==> src/rtl/majority_vector_driver.sv <==
// rtl/majority_vector_driver.sv - exhaustive stimulus source and checker for an N-input majority DUT
// Steps every input vector, holds it for a settle window, then scores dut_y against a popcount majority.
module majority_vector_driver #(
    parameter int N_IN       = 3,
    parameter int SETTLE_CYC = 2
) (
    input  logic            clk,
    input  logic            rst_n,
    input  logic            start,
    output logic [N_IN-1:0] vec_out,
    input  logic            dut_y,
    output logic            busy,
    output logic            done,
    output logic            pass,
    output logic [N_IN:0]   err_count,
    output logic [N_IN-1:0] fail_vec,
    output logic            fail_valid
);
    localparam int         PCW         = $clog2(N_IN + 1);
    localparam logic [3:0] SETTLE_LAST = 4'(SETTLE_CYC - 1);

    typedef enum logic [1:0] {
        S_IDLE,
        S_SETTLE,
        S_CHECK,
        S_DONE
    } state_e;

    state_e          state_q, state_d;
    logic [3:0]      cnt_q, cnt_d;
    logic [N_IN-1:0] vec_q, vec_d;
    logic [N_IN-1:0] fvec_q, fvec_d;
    logic [N_IN:0]   err_q, err_d;
    logic            fvalid_q, fvalid_d;
    logic            pass_q, pass_d;
    logic [PCW-1:0]  ones;
    logic            expected;

    always_comb begin
        ones = '0;
        for (int i = 0; i < N_IN; i++) begin
            ones = ones + PCW'(vec_q[i]);
        end
        expected = (ones > PCW'(N_IN / 2));
    end

    always_comb begin
        state_d  = state_q;
        cnt_d    = cnt_q;
        vec_d    = vec_q;
        err_d    = err_q;
        fvec_d   = fvec_q;
        fvalid_d = fvalid_q;
        pass_d   = pass_q;
        case (state_q)
            S_IDLE, S_DONE: begin
                if (start) begin
                    state_d  = S_SETTLE;
                    cnt_d    = '0;
                    vec_d    = '0;
                    err_d    = '0;
                    fvec_d   = '0;
                    fvalid_d = 1'b0;
                    pass_d   = 1'b0;
                end
            end
            S_SETTLE: begin
                if (cnt_q == SETTLE_LAST) begin
                    state_d = S_CHECK;
                end else begin
                    cnt_d = cnt_q + 4'd1;
                end
            end
            S_CHECK: begin
                if (dut_y != expected) begin
                    err_d = err_q + (N_IN + 1)'(1);
                    if (!fvalid_q) begin
                        fvec_d   = vec_q;
                        fvalid_d = 1'b1;
                    end
                end
                // pass must include the final vector's comparison, so it reads err_d
                if (&vec_q) begin
                    state_d = S_DONE;
                    pass_d  = (err_d == '0);
                end else begin
                    state_d = S_SETTLE;
                    cnt_d   = '0;
                    vec_d   = vec_q + N_IN'(1);
                end
            end
            default: state_d = S_IDLE;
        endcase
    end

    always_ff @(posedge clk or negedge rst_n) begin
        if (!rst_n) begin
            state_q  <= S_IDLE;
            cnt_q    <= '0;
            vec_q    <= '0;
            err_q    <= '0;
            fvec_q   <= '0;
            fvalid_q <= 1'b0;
            pass_q   <= 1'b0;
        end else begin
            state_q  <= state_d;
            cnt_q    <= cnt_d;
            vec_q    <= vec_d;
            err_q    <= err_d;
            fvec_q   <= fvec_d;
            fvalid_q <= fvalid_d;
            pass_q   <= pass_d;
        end
    end

    assign vec_out    = vec_q;
    assign busy       = (state_q == S_SETTLE) || (state_q == S_CHECK);
    assign done       = (state_q == S_DONE);
    assign pass       = pass_q;
    assign err_count  = err_q;
    assign fail_vec   = fvec_q;
    assign fail_valid = fvalid_q;

endmodule

==> config.mk <==
export PLATFORM = sky130hd
export DESIGN_NAME = majority_vector_driver
export DESIGN_NICKNAME = d
export VERILOG_FILES = /design/src/rtl/majority_vector_driver.sv
export SDC_FILE = /design/constraint.sdc
export NUM_CORES = 1
export LEC_CHECK = 0
export ABC_AREA = 1
export CAP_MARGIN = 10
export CORE_AREA = 2 2 48 50
export DETAILED_ROUTE_END_ITERATION = 10
export DIE_AREA = 0 0 50 52
export MAX_ROUTING_LAYER = met4
export PLACE_DENSITY = 0.81
export SLEW_MARGIN = 10
export SYNTH_ARGS = -nofsm -noshare
export SYNTH_HDL_FRONTEND = slang
export SYNTH_SLANG_ARGS = --single-unit
export TNS_END_PERCENT = 10
==> constraint.sdc <==
create_clock -name clk -period 2.3 [get_ports clk]
set_input_delay 0.69 -clock clk [delete_from_list [all_inputs] [get_ports clk]]
set_output_delay 0.69 -clock clk [all_outputs]
set_load 0.02 [all_outputs]
**After elaboration in Yosys (flattened, before gate mapping)**

Cells that the tools add are included.

- Flip-flop bits (word level): 18
- Input port bits: 4
- Output and inout port bits: 14
- Logic and storage cells: 60

- $lt $le $gt $ge: 1
- Reductions and logical operators: 13
- Add/sub/neg operators: 5
- Muxes and demuxes: 22
- Equality and inequality tests: 12

Operators with widths:

| operator | number |
|---|---|
| 4-bit two-way mux | 5 |
| 3-bit AND reduction | 5 |
| 2-bit inequality test, second input constant | 7 |
| 3-bit two-way mux | 4 |
| 3-bit case mux with 2 select lines | 2 |
| 4-bit case mux with 3 select lines | 1 |
| 4-bit by 1-bit adder with 4-bit output, second input constant | 2 |
| 4-bit case mux with 2 select lines | 1 |
| 2-bit two-way mux | 3 |
| 2-bit case mux with 3 select lines | 1 |
| 2-bit equality test, second input constant | 2 |
| 4-bit by 1-bit equality test with 1-bit output, second input constant | 1 |
| 4-bit zero test | 1 |
| 1-bit case mux with 2 select lines | 2 |
| 2-bit AND reduction | 2 |
| 4-bit AND reduction | 1 |
| 3-bit by 1-bit adder with 3-bit output, second input constant | 1 |
| 1-bit two-way mux | 3 |
| 1-bit by 1-bit adder with 2-bit output | 1 |
| 2-bit by 1-bit adder with 2-bit output | 1 |
| 2-bit by 1-bit equality test with 1-bit output, second input constant | 1 |
| 2-bit by 1-bit greater-than comparator with 1-bit output, second input constant | 1 |
| 2-bit zero test | 1 |
| 2-bit nonzero test | 1 |
| 3 further kinds | 3 |

**Longest topological paths before layout**

- Depth after elaboration: 9
- Mapped depth: 11
- Gate-level depth less buffers: 11

**Worst setup path before layout**

OpenSTA, ideal clock, no wires.

- Path type: register to output
- Start point: register state_q[0]
- End point: output port busy
- Setup slack: 696 ps
- Cell stages (with the launch flop): 4
- Data arrival time: 914 ps
- Required time: 1610 ps
- Buffers on the path: 0
- Path through: dfrtp_1 > inv_1 > ha_1 > inv_2

- Cells in the longest elaborated chain, start to end: 2
- Elaborated cells on any way between the ends: 3
- Classes of those cells: 2 x eq/ne; 1 x reduce/logical

RTL lines:

| element | line | text |
|---|---|---|
| from (decl) | 29 | `state_e state_q, state_d;` |
| from (signal assigned) | 106 | `state_q <= state_d;` |
| 2-bit by 1-bit equality test with 1-bit output or 2-bit equality test (tied branches) | 117 | `assign busy = (state_q == S_SETTLE) \|\| (state_q == S_CHECK);` |
| 1-bit logical OR * | 117 |  |
| to (decl) | 12 | `output logic busy,` |

Every way passes the cells marked *; elsewhere a longest branch is shown, timed or not.

**Worst setup path after layout**

- Start point: register state_q[0]
- End point: output port done

- Cells in the longest elaborated chain, start to end: 1

RTL lines:

| element | line | text |
|---|---|---|
| 2-bit equality test | 118 | `assign done = (state_q == S_DONE);` |
| to (decl) | 13 | `output logic done,` |

Every way passes these cells.

==> flow_summary.json <==
{
  "outcome": "finished, final reports clean",
  "viasPerCell": 5.13,
  "crit_arrival_ns": 1.53,
  "synth_common_cells": "nand2_1 (39), inv_1 (20), dfrtp_1 (18)",
  "rows": 17,
  "antenna_left": 0,
  "max_slew.worst_pin.slew_ns": 0.246,
  "clockRootBuffer": "clkbuf_4",
  "wl_um": 2130,
  "track_usage": 0.197,
  "crit_type": "reg2out",
  "vias": 964,
  "min_period_over_period": 0.963,
  "synth_top_cell_area_share": 0.398,
  "min_to": "fail_vec[2]",
  "met1_length_um": 878,
  "clkLatencyLatePin_ns": 0.29,
  "drt_iter0_drc": 12,
  "initial_utilization": 0.538,
  "rsz0062_at_grt": "false",
  "whs_path_depth": 2,
  "dp_slack_ns": 0.190,
  "finalNetCount": 175,
  "ys_seq_area_frac": 0.398,
  "synth_nets": 151,
  "cellLeakagePower_uw": 0.000728,
  "p_int_uw": 758,
  "grt_max_degree": 19,
  "startpoint_type": "flip-flop",
  "path_buf_inv": 1,
  "ioPinCount": 18,
  "routed.top_layer": "met4",
  "cp_slowest_cell": "clkdlybuf4s50_1",
  "rr_endpoint": "fail_vec[1]",
  "cts_tree": "yes",
  "reg2reg_from": "state_q[0]",
  "path_cells": "ha_1 -> clkdlybuf4s50_1",
  "area_growth_pct": 22.5,
  "finalSetupViolCount": 0,
  "cts.sinks": 18,
  "finalHoldViolCount": 0,
  "worstPathMaxFanout": 5,
  "grt_pass1_wl_um": 3730,
  "fin_skew_ns": 0.00318,
  "fp.dieArea_mm2": 0.00260,
  "min_from": "fail_vec[2]",
  "wl_met3_um": 85,
  "synth_area_leaders": "dfrtp_1 (40%), nand2_1 (13%), ha_1 (11%)",
  "clk_path_buf_depth": 2,
  "ys_types": 23,
  "cap_violations": 0,
  "critPathTopFamily": "buffers and inverters",
  "synthArstFlopShare": 1.00,
  "reg2regPathDepth": 9,
  "irDropWorstVdd_mv": 0.690,
  "yosysWarnings": 0,
  "met2WireLength_um": 1150,
  "switchingPower_uw": 608,
  "post-route-min-period_ns": 2.22,
  "slew_violations": 0,
  "post-cts-setup-buffers": 0,
  "timing.setup.tns_ns": 0,
  "swShare": 0.445,
  "fin_util": 0.659,
  "netlist.top_cell.by_area": "dfrtp_1",
  "gp_congestion": 0.784,
  "power_frac_clock": 0.140,
  "seqPwrFrac": 0.347,
  "fmax_mhz": 451,
  "first_pass_iters": 5,
  "port_buffers": 17,
  "syn_inst": 137,
  "ys.flop_type": "dfrtp_1",
  "synth_edf_count": 0,
  "slowest_delay_ns": 0.60,
  "drc": 0,
  "cts_inserted_buffers": 3,
  "fp.dieH_um": 52,
  "drive_above_1_share": 0.125,
  "synth.most_common_cell": "nand2_1",
  "cts_max_level": 1,
  "hpwl_um": 1710,
  "syn_avg_cell_area_um2": 8.27,
  "ys_seq_elements": 18,
  "post_drt_wl_per_cell_um": 11.3,
  "p_comb_frac": 0.513,
  "cts_hold_buffers": 0,
  "powerDensity_mw_per_mm2": 985,
  "antenna_found_initial": 0,
  "synth_area_mm2": 0.00113,
  "path_clk_slew_ns": 0.10,
  "grt_pass1_vias": 930,
  "maxSlewHeadroom": 0.836,
  "layout_setup_ws_ns": 0.0849,
  "num_antenna_cells": 0,
  "core_area_mm2": 0.00211,
  "r2r_setup_slack_ns": 0.58,
  "cp.required_ns": 1.61,
  "hp-class": "reg2reg",
  "cp-end-kind": "output pin",
  "dieWidth_um": 50,
  "grt_overflow": 0
}
[layout make-up]
class                      count  area [um2]
fill                         172         718
multi-input combinational     98         603
sequential                    18         450
timing repair buffer          19         184
inverter                      21        78.8
clock buffer                   4        36.3
tap                           28        35.0
[worst max path at each step]
stage          startpoint  endpoint  cells past startpoint
3_3_place_gp   state_q[0]      busy                      4
3_5_place_dp   state_q[0]      busy                      4
6_report       state_q[0]      done                      2
4_1_cts        state_q[0]      done                      2
5_1_grt        state_q[0]      busy                      4
2_1_floorplan  state_q[0]      busy                      3
[placed cells by master, fill, tap and decap left out, types with 2 or more instances in the layout]
master,Yosys,layout
nand2_1,39,39
inv_1,20,20
dfrtp_1,18,18
clkdlybuf4s50_1,0,16
nand3_1,12,12
ha_1,10,10
o21ai_0,8,8
o21ai_1,4,4
nand2_2,3,3
nand2_4,3,3
o22ai_1,3,3
nand4_1,3,3
clkbuf_4,0,3
nor2_2,2,2
nor2_1,2,2
buf_4,0,2
[power by group through the flow]
stage                     registers (uW)  logic, uW  clock network (uW)
after floorplan                      508        439                   0
after global placement               473        694                   0
after detailed placement             481        712                   0
after CTS                            475        706                 195
after global routing                 489        796                 207
final                                474        701                 191
[flip-flops by register name, indices dropped and copies added, names as in the netlist]
signal,count
err_count,4
fail_vec,3
fail_valid,1
vec_out,3
state_q,2
pass,1
cnt_q,4
[worst min-delay path: stages (launching register included)]
cell and delay (ns):
dfrtp_1 0.35, o21ai_1 0.06, nand2_1 0.05
[stage by stage]
stage               power (uW)  cells  hold WS, ns  area (um2)
detailed placement        1190    184        0.470        1350
finish                    1370    188        0.486        1390
CTS                       1380    188        0.492        1390
global route              1490    188        0.529        1390
global placement          1170    184        0.463        1350
floorplan                  947    137        0.394        1130
[kinds of logic (layout without fill, tap and decap cells)]
logic type,Yosys count,count (layout),share of synthesized area
adders and majority gates,10,10,0.110
buffers and inverters,21,44,0.0696
muxes,1,1,0.00884
DFF,18,18,0.398
xor gates and xnor gates,2,2,0.0155
and+or+nand+nor,67,67,0.299
AOI/OAI and AO/OA,18,18,0.0984
[per-layer routing]
metal	vias to the layer above	GRT usage
met1	446	0.199
met3	2	0.0517
li1	491	-
met2	25	0.371
met5	-	-
met4	0	0.0556
[timing repair]
action / in CTS / in global routing
setup endpoints to repair: 1 / 0
endpoints found under the hold margin: 0 / 0
resized for setup: 1 / 0
Power figures use the tool's default switching activity.
